[src/rtl/dma_axis_chan_arbiter.sv]
// Packet round-robin merge of NUM_CHAN AXI4-Stream channels into one registered output.
// Latency is 1 cycle per beat. Input ready follows the output skid rule, and there is one arbitration cycle per packet.
module dma_axis_chan_arbiter #(
   parameter int NUM_CHAN    = 4,
   parameter int DATA_WIDTH  = 64,
   parameter int TUSER_WIDTH = 128,
   parameter int TAG_EN      = 1,
   parameter int CNT_WIDTH   = 32
) (
   input  logic                              bkd_clk,
   input  logic                              bkd_rst,
   input  logic [NUM_CHAN-1:0]               chan_en,
   input  logic [NUM_CHAN*DATA_WIDTH-1:0]    s_axis_tdata,
   input  logic [NUM_CHAN*DATA_WIDTH/8-1:0]  s_axis_tstrb,
   input  logic [NUM_CHAN*TUSER_WIDTH-1:0]   s_axis_tuser,
   input  logic [NUM_CHAN-1:0]               s_axis_tvalid,
   input  logic [NUM_CHAN-1:0]               s_axis_tlast,
   output logic [NUM_CHAN-1:0]               s_axis_tready,
   output logic [DATA_WIDTH-1:0]             m_axis_tdata,
   output logic [DATA_WIDTH/8-1:0]           m_axis_tstrb,
   output logic [TUSER_WIDTH-1:0]            m_axis_tuser,
   output logic                              m_axis_tvalid,
   output logic                              m_axis_tlast,
   input  logic                              m_axis_tready,
   output logic [NUM_CHAN*CNT_WIDTH-1:0]     chan_pkt_cnt
);
   localparam int            GW      = (NUM_CHAN > 1) ? $clog2(NUM_CHAN) : 1;
   localparam int            SW      = DATA_WIDTH / 8;
   localparam logic [GW:0]   NCH_W   = (GW+1)'(NUM_CHAN);
   localparam logic [GW-1:0] LAST_CH = GW'(NUM_CHAN - 1);

   typedef enum logic {ST_IDLE, ST_BUSY} state_t;

   state_t                  r_state, w_state_nxt;
   logic [GW-1:0]           r_grant, r_rr_ptr;
   logic [GW-1:0]           w_pick, w_rr_nxt;
   logic [GW:0]             w_sum;
   logic                    w_found;
   logic [NUM_CHAN-1:0]     w_req;
   logic [2*NUM_CHAN-1:0]   w_req_rot;
   logic                    w_in_rdy, w_load, w_load_last;
   int                      w_gidx;
   logic [DATA_WIDTH-1:0]   w_sel_data;
   logic [SW-1:0]           w_sel_strb;
   logic [TUSER_WIDTH-1:0]  w_sel_user;

   logic [DATA_WIDTH-1:0]   r_tdata;
   logic [SW-1:0]           r_tstrb;
   logic [TUSER_WIDTH-1:0]  r_tuser;
   logic                    r_tvalid, r_tlast;
   logic [CNT_WIDTH-1:0]    r_cnt [NUM_CHAN];

   // Rotate the request vector so bit 0 is the channel at rr_ptr; the first set bit wins.
   always_comb begin
      w_req     = s_axis_tvalid & chan_en;
      w_req_rot = {w_req, w_req} >> r_rr_ptr;
      w_found   = 1'b0;
      w_pick    = r_rr_ptr;
      w_sum     = '0;
      for (int k = 0; k < NUM_CHAN; k++) begin
         if (!w_found && w_req_rot[k]) begin
            w_found = 1'b1;
            w_sum   = {1'b0, r_rr_ptr} + (GW+1)'(k);
            if (w_sum >= NCH_W) begin
               w_sum = w_sum - NCH_W;
            end
            w_pick  = w_sum[GW-1:0];
         end
      end
      w_rr_nxt = (w_pick == LAST_CH) ? '0 : w_pick + GW'(1);
   end

   always_comb begin
      w_gidx     = int'(r_grant);
      w_sel_data = s_axis_tdata[w_gidx*DATA_WIDTH +: DATA_WIDTH];
      w_sel_strb = s_axis_tstrb[w_gidx*SW +: SW];
      w_sel_user = s_axis_tuser[w_gidx*TUSER_WIDTH +: TUSER_WIDTH];
      if (TAG_EN != 0) begin
         w_sel_user[31:24] = 8'(r_grant);
      end
   end

   always_comb begin
      w_state_nxt   = r_state;
      w_in_rdy      = 1'b0;
      w_load        = 1'b0;
      w_load_last   = 1'b0;
      s_axis_tready = '0;
      case (r_state)
         ST_IDLE: begin
            if (w_found) begin
               w_state_nxt = ST_BUSY;
            end
         end
         ST_BUSY: begin
            w_in_rdy               = ~r_tvalid | m_axis_tready;
            s_axis_tready[r_grant] = w_in_rdy;
            w_load                 = w_in_rdy & s_axis_tvalid[r_grant];
            w_load_last            = w_load & s_axis_tlast[r_grant];
            if (w_load_last) begin
               w_state_nxt = ST_IDLE;
            end
         end
         default: w_state_nxt = ST_IDLE;
      endcase
   end

   always_ff @(posedge bkd_clk) begin
      if (bkd_rst) begin
         r_state  <= ST_IDLE;
         r_grant  <= '0;
         r_rr_ptr <= '0;
         r_tdata  <= '0;
         r_tstrb  <= '0;
         r_tuser  <= '0;
         r_tvalid <= 1'b0;
         r_tlast  <= 1'b0;
         for (int i = 0; i < NUM_CHAN; i++) begin
            r_cnt[i] <= '0;
         end
      end else begin
         r_state <= w_state_nxt;
         if (r_state == ST_IDLE && w_found) begin
            r_grant  <= w_pick;
            r_rr_ptr <= w_rr_nxt;
         end
         if (w_load) begin
            r_tdata  <= w_sel_data;
            r_tstrb  <= w_sel_strb;
            r_tuser  <= w_sel_user;
            r_tlast  <= s_axis_tlast[r_grant];
            r_tvalid <= 1'b1;
         end else if (m_axis_tready) begin
            r_tvalid <= 1'b0;
         end
         if (w_load_last) begin
            r_cnt[r_grant] <= r_cnt[r_grant] + CNT_WIDTH'(1);
         end
      end
   end

   assign m_axis_tdata  = r_tdata;
   assign m_axis_tstrb  = r_tstrb;
   assign m_axis_tuser  = r_tuser;
   assign m_axis_tvalid = r_tvalid;
   assign m_axis_tlast  = r_tlast;

   for (genvar g = 0; g < NUM_CHAN; g++) begin : g_cnt
      assign chan_pkt_cnt[g*CNT_WIDTH +: CNT_WIDTH] = r_cnt[g];
   end
endmodule

[config.mk]
export PLATFORM = sky130hd
export DESIGN_NAME = dma_axis_chan_arbiter
export DESIGN_NICKNAME = d
export VERILOG_FILES = /design/src/rtl/dma_axis_chan_arbiter.sv
export SDC_FILE = /design/constraint.sdc
export NUM_CORES = 1
export LEC_CHECK = 0
export BUFFER_PORTS_ARGS = -buffer_cell sky130_fd_sc_hd__buf_2
export CORE_AREA = 2 2 447 449
export CTS_CLUSTER_SIZE = 40
export DETAILED_ROUTE_END_ITERATION = 8
export DIE_AREA = 0 0 449 451
export GPL_TIMING_DRIVEN = 0
export SLEW_MARGIN = 5
export SYNTH_ARGS = -nofsm -noshare
export SYNTH_HDL_FRONTEND = slang
export SYNTH_SLANG_ARGS = --single-unit
[constraint.sdc]
create_clock -name bkd_clk -period 6.9 [get_ports bkd_clk]
set_clock_uncertainty 0.15 [all_clocks]
set_input_delay 0.345 -clock bkd_clk [delete_from_list [all_inputs] [get_ports bkd_clk]]
set_output_delay 0.345 -clock bkd_clk [all_outputs]
set_load 0.01 [all_outputs]
==> results of run 1 <==
-- cell families after synthesis --
kind of cell	Yosys count
DFF	331
xor gates and xnor gates	9
adders and majority gates	1
other	1
and+or+nand+nor	589
buffers and inverters	160
muxes	244
AOI/OAI and AO/OA	290
-- sequential cells by signal, indices dropped and copies added, names as in the netlist, named ones only --
name and flops:
m_axis_tstrb 8, m_axis_tdata 64, r_grant 2, r_cnt 128
m_axis_tuser 122, m_axis_tvalid 1, m_axis_tlast 1, r_state 1
r_rr_ptr 1
-- worst max path at each step --
stage / to / slack, ps / cells after the start
3_3_place_gp: r_cnt[3][25]$_DFFE_PP_ / -40 / 7
5_1_grt: m_axis_tdata[46]$_SDFFE_PP0P_ / 1790 / 7
3_5_place_dp: m_axis_tuser[87]$_SDFFE_PP0P_ / 2010 / 8
2_1_floorplan: r_cnt[3][0]$_DFFE_PP_ / 3190 / 7
6_report: m_axis_tdata[47]$_SDFFE_PP0P_ / 2000 / 7
4_1_cts: m_axis_tdata[49]$_SDFFE_PP0P_ / 1870 / 7
-- routing by layer --
metal	GRT usage [%]	up-vias
met5	1.47	-
met4	5.84	50
met3	6.34	330
met2	28.9	1621
met1	17.1	10600
li1	-	8673
-- through the flow --
stage | instances | hold WS [ps]
after floorplan | 1630 | 331
after global placement | 5395 | 290
after detailed placement | 5403 | 294
after CTS | 5594 | 1.51
after global routing | 5636 | 39.2
final | 5651 | 48.4
-- tightest hold or removal path: stages --
cell and delay, ps:
buf_2 70, mux4_2 230, nand2_1 60, a21oi_1 100
-- final cells by class --
cell class | instances | share of cell area (%)
multi-input cells | 1139 | 31.8
flip-flops and latches | 331 | 26.4
repair buffers | 1227 | 22.8
well taps | 2656 | 11.1
clock buffers | 59 | 4.04
plain buffers | 144 | 2.18
clock inverters | 22 | 0.920
diodes | 57 | 0.477
inverters | 16 | 0.201
-- cells in the final DEF (no fill, tap or decap), types with 16 or more instances in the layout --
master / instances
inv_1: 16
mux4_2: 220
nor2_1: 57
buf_2: 1119
diode_2: 57
nand2_1: 429
clkbuf_16: 44
a21oi_1: 253
clkbuf_1: 112
nand2b_1: 16
dfxtp_1: 203
edfxtp_1: 128
mux2i_1: 18
dlygate4sd3_1: 110
-- power groups by stage --
stage / sequential, mW / combinational [mW] / clock (mW)
after detailed placement: 2.29 / 1.91 / 0
after floorplan: 2.33 / 0.768 / 0
final: 2.26 / 1.98 / 2.44
after CTS: 2.25 / 2.01 / 2.52
after global placement: 2.29 / 1.89 / 0
after global routing: 2.27 / 2.09 / 2.57
-- timing repair --
item,CTS,global route
hold endpoints to repair,58,0
hold buffers,110,0
setup buffers,0,0
==> results.json, run 1 <==
{
  "hold_depth": 4,
  "final_nets": 3719,
  "cts_root_buf": "clkbuf_16",
  "p_seq_share_pct": 33.8,
  "worstSetupEndpointType": "flip-flop",
  "hp-start": "s_axis_tuser[406]",
  "layout-drive-gt1-share_pct": 49.7,
  "cp-start-kind": "flip-flop",
  "dr.max_layer_used": "met5",
  "synth-compound-area-share_pct": 8.44,
  "fin_crit_sh_pct": 71.0,
  "grt_usage_pct": 16.2,
  "r2r_start": "r_grant[0]$_SDFFE_PP0P_",
  "syn_to_final_growth_pct": 65.4,
  "slew_viol_final": 0,
  "drt_iter0_drc": 2471,
  "setup_ws_ps": 2000,
  "p_leak_nw": 11.7,
  "grt_start_max_net_pins": 22,
  "cts_max_level": 2,
  "drt-pass1-iter-count": 7,
  "synth.area.top_cells": "mux4_2, dfxtp_1, edfxtp_1, nand2_1, a21oi_1",
  "synth_adder_area_share_pct": 0.0692,
  "antenna_found_initial": 112,
  "hold_viol_final": 0,
  "core_area_um2": 198000,
  "worstPathMaxFanout": 10,
  "wl_per_cell_um": 30.4,
  "synth_top_family_by_area": "multiplexers",
  "p_sw_share_pct": 35.5,
  "p_per_area_nw_per_um2": 223,
  "post-dp-hpwl_um": 152000,
  "finalInstanceArea_um2": 29900,
  "yosys.area.top_type": "mux4_2",
  "die_h_um": 451,
  "crit_type": "reg2reg",
  "async_reset_ff_share_pct": 0,
  "critPathMaxStageDelay_ps": 1040,
  "synth_top_area_share_pct": 27.4,
  "final_core_util_pct": 15.1,
  "clk_pin_slew_worst_paths_ps": 70,
  "insertion_delay_ps": 650,
  "vias": 21200,
  "synth_area_um2": 18100,
  "ys_warn_count": 0,
  "regToRegSetupSlack_ps": 2000,
  "min_period_ps": 4900,
  "synth_mux_area_share_pct": 29.3,
  "worst_slew_pin_slew_ps": 1330,
  "avgSynthCellArea_um2": 11.1,
  "ys_types": 54,
  "setup_viol": 0,
  "drcViolationCount": 0,
  "cts_tree": "built",
  "ys_ff_latch": 331,
  "crit_top_cell": "clkbuf_1",
  "hp-class": "in2reg",
  "cts_buffer_depth": 3,
  "critPathLaunch": "r_grant[0]$_SDFFE_PP0P_",
  "synth_edf_count": 128,
  "rr_worst_depth": 7,
  "ir_worst_vdd_uv": 186,
  "synthSimpleGateAreaFrac_pct": 14.2,
  "rows": 164,
  "synth_cells": 1625,
  "crit_arrival_ps": 5240,
  "gp_congestion": 1.07,
  "pre_cts_ws_ps": 2010,
  "ys_top_cells_by_count": "nand2_1, a21oi_1, mux4_2",
  "ant_nets": 0,
  "finalPower_mw": 6.68,
  "power.internal_mw": 4.31,
  "cpMaxStageDelayCell": "clkbuf_1",
  "grt_overflow_total": 0,
  "wirelength_um": 172000,
  "place_area_um2": 27200,
  "dieArea_um2": 202000,
  "yosysSeqAreaShare_pct": 43.7,
  "io_pins": 1149,
  "initial_core_util_pct": 9.12,
  "crit_family": "buffers and inverters",
  "yosysMostFrequentCell": "nand2_1",
  "ys.flop_type": "dfxtp_1",
  "status": "complete, no violations",
  "clock_power_share_pct": 36.6,
  "regArea_um2": 7910,
  "maxCapViolCount": 0,
  "pwr-share-comb_pct": 29.7,
  "post_cts_resized": 0,
  "portBuffers": 1109,
  "crit_required_ps": 7240,
  "grt_pass1_vias": 20000,
  "grt_pass1_wl_um": 213000,
  "fillerInstances": 22500,
  "met1Wirelength_um": 58600,
  "crit_chain": "clkbuf_1 -> clkbuf_1 -> clkbuf_1 -> mux4_2 -> dlygate4sd3_1 -> nand2_1 -> a21oi_1",
  "cts_sinks": 331,
  "p_sw_mw": 2.37,
  "slew_headroom_pct": 11.3,
  "synth_xor_area_share_pct": 0.436,
  "dr_wl_met2_um": 87400,
  "die_w_um": 449,
  "path_buf_inv": 4,
  "cts_buffers": 44,
  "multiInputGateArea_um2": 9510,
  "vias_per_cell": 3.76,
  "rr_endpoint": "m_axis_tdata[47]$_SDFFE_PP0P_",
  "whs_endpoint": "m_axis_tuser[22]$_SDFFE_PP0P_",
  "fmax_ghz": 0.204,
  "rsz0062_at_grt": "false",
  "wl_met3_um": 18500,
  "fin_setup_tns_ps": 0
}
No activity file was read; power rests on OpenSTA's default activity.
==> run 2, diff against run 1 <==
Clock period 6.9 ns to 4.4 ns, I/O delays scaled along.
==> run 2 against run 1 <==
Sequential power grew 57%; die area did not move; cell count up 3.2%; wire length is 0.87% higher; critical endpoint is now m_axis_tuser[44]$_SDFFE_PP0P_; largest cell class unchanged; largest power group unchanged.
==> results.json, run 2 (same netlist as run 1, synthesis figures left out) <==
{
  "syn_to_final_growth_pct": 75.2,
  "initial_core_util_pct": 9.12,
  "cts_sinks": 331,
  "grt_pass1_vias": 20800,
  "worstSetupEndpointType": "flip-flop",
  "place_area_um2": 27200,
  "portBuffers": 1109,
  "regArea_um2": 7910,
  "io_pins": 1149,
  "cts_buffers": 44,
  "p_leak_nw": 12.4,
  "dieArea_um2": 202000,
  "cts_max_level": 2,
  "cts_setup_buffers": 0,
  "hold_viol_final": 0,
  "final_cells": 5833,
  "grt_overflow_total": 0,
  "grt_pass1_wl_um": 216000,
  "cts_tree": "built",
  "wl_per_cell_um": 29.8,
  "insertion_delay_ps": 650,
  "critPathMaxStageDelay_ps": 1000,
  "slew_headroom_pct": 13.5,
  "cts_root_buf": "clkbuf_16",
  "maxCapViolCount": 0,
  "die_w_um": 449,
  "crit_required_ps": 4760,
  "core_area_um2": 198000,
  "rsz0062_at_grt": "false",
  "min_period_ps": 4170,
  "post-dp-hpwl_um": 152000,
  "finalInstanceArea_um2": 31700,
  "slew_viol_final": 0,
  "vias_per_cell": 3.79,
  "layout.cells.most_common": "buf_2",
  "vias": 22100,
  "dp_cells": 5403,
  "top_register": "r_cnt",
  "cp-start-kind": "flip-flop",
  "die_h_um": 451,
  "p_per_area_nw_per_um2": 338,
  "grt_start_max_net_pins": 22,
  "rows": 164,
  "cpMaxStageDelayCell": "buf_1",
  "crit_arrival_ps": 4520,
  "crit_chain": "clkbuf_2 -> buf_2 -> buf_1 -> mux4_2 -> dlygate4sd3_1 -> nand2_1 -> a21oi_1",
  "drt_iter0_drc": 2503,
  "ir_worst_vdd_uv": 286,
  "worst_slew_pin_slew_ps": 1300,
  "final_nets": 3892,
  "worstPathMaxFanout": 10,
  "crit_type": "reg2reg",
  "status": "complete, no violations",
  "grt_usage_pct": 16.3,
  "cts_buffer_depth": 3,
  "fmax_ghz": 0.240,
  "hp-class": "in2reg",
  "clk_pin_slew_worst_paths_ps": 70,
  "layout_common_cells": "buf_2, nand2_1, dlygate4sd3_1",
  "multiInputGateArea_um2": 9510,
  "fin_crit_sh_pct": 94.7,
  "largest_reg_flops": 128,
  "ant_nets": 0,
  "fillerInstances": 22500,
  "layout-drive-gt1-share_pct": 47.1,
  "drcViolationCount": 0,
  "drt-pass1-iter-count": 7,
  "setup_viol": 0,
  "gp_congestion": 1.07,
  "antenna_found_initial": 117,
  "wirelength_um": 174000
}
## run 2: changes by cell type in the layout (fill, tap and decap cells not counted)
| cell | change |
|---|---|
| diode_2 | +9 |
| dlygate4sd3_1 | +173 |
| clkbuf_2 | +4 |
| clkbuf_1 | -4 |
## run 2: final timing paths
path / depth (start not counted) / end / slack (ps) / startpoint
max: 7 / m_axis_tuser[44]$_SDFFE_PP0P_ / 230 / r_grant[0]$_SDFFE_PP0P_
max reg2reg: 7 / m_axis_tuser[44]$_SDFFE_PP0P_ / 230 / r_grant[0]$_SDFFE_PP0P_
min: 4 / m_axis_tuser[8]$_SDFFE_PP0P_ / 20 / s_axis_tuser[392]
min reg2reg: 2 / m_axis_tuser[12]$_SDFFE_PP0P_ / 300 / m_axis_tuser[12]$_SDFFE_PP0P_
## run 2: cell type report
type                    instances  area share, %
diodes                         66          0.521
flip-flops and latches        331           25.0
inverters                      16          0.190
clock inverters                22          0.869
clock buffers                  59           3.81
plain buffers                 144           2.07
well taps                    2656           10.5
repair buffers               1400           27.0
multi-input cells            1139           30.0
## run 2: power breakdown
group / switching [mW] / leakage, nW / internal [mW]
combinational: 1.92 / 8.71 / 1.42
sequential: 0.143 / 2.98 / 3.40
clock: 1.68 / 0.722 / 2.14
total: 3.75 / 12.4 / 6.96
## run 2: timing repair
item | 4_1_cts | 5_1_grt
hold endpoints to repair | 142 | 0
hold buffers | 283 | 0
setup endpoints to repair | 140 | 0
gates resized for setup | 4 | 0
## run 2: critical path, delay by kind of cell (launching register included)
family | cells | cell delay (ps)
buffers and inverters | 4 | 2630
multiplexers | 1 | 670
flip-flops | 1 | 380
AND/OR/NAND/NOR | 1 | 90
AO/OA/AOI/OAI | 1 | 60
## run 2: stage by stage
stage	hold WS [ps]	setup WS, ps	setup TNS [ps]	power, mW	utilization (%)
after global placement	290	-2540	-180900	6.56	13.6
final	16.0	234	0	10.7	16.0
after detailed placement	294	-491	-21310	6.59	13.7
after CTS	1.44	157	0	10.9	15.9
after floorplan	317	695	0	4.86	-
after global routing	21.8	52.3	0	11.1	16.0
## run 2: per-layer routing
layer	vias up	global-route usage [%]	routed length, um	part of all wire (%)
li1	9032	-	-	-
met1	11000	17.2	58400	34
met2	1673	29.1	88400	51
met3	334	6.33	18700	11
met4	52	6.07	7290	4.2
met5	-	1.11	679	0.39
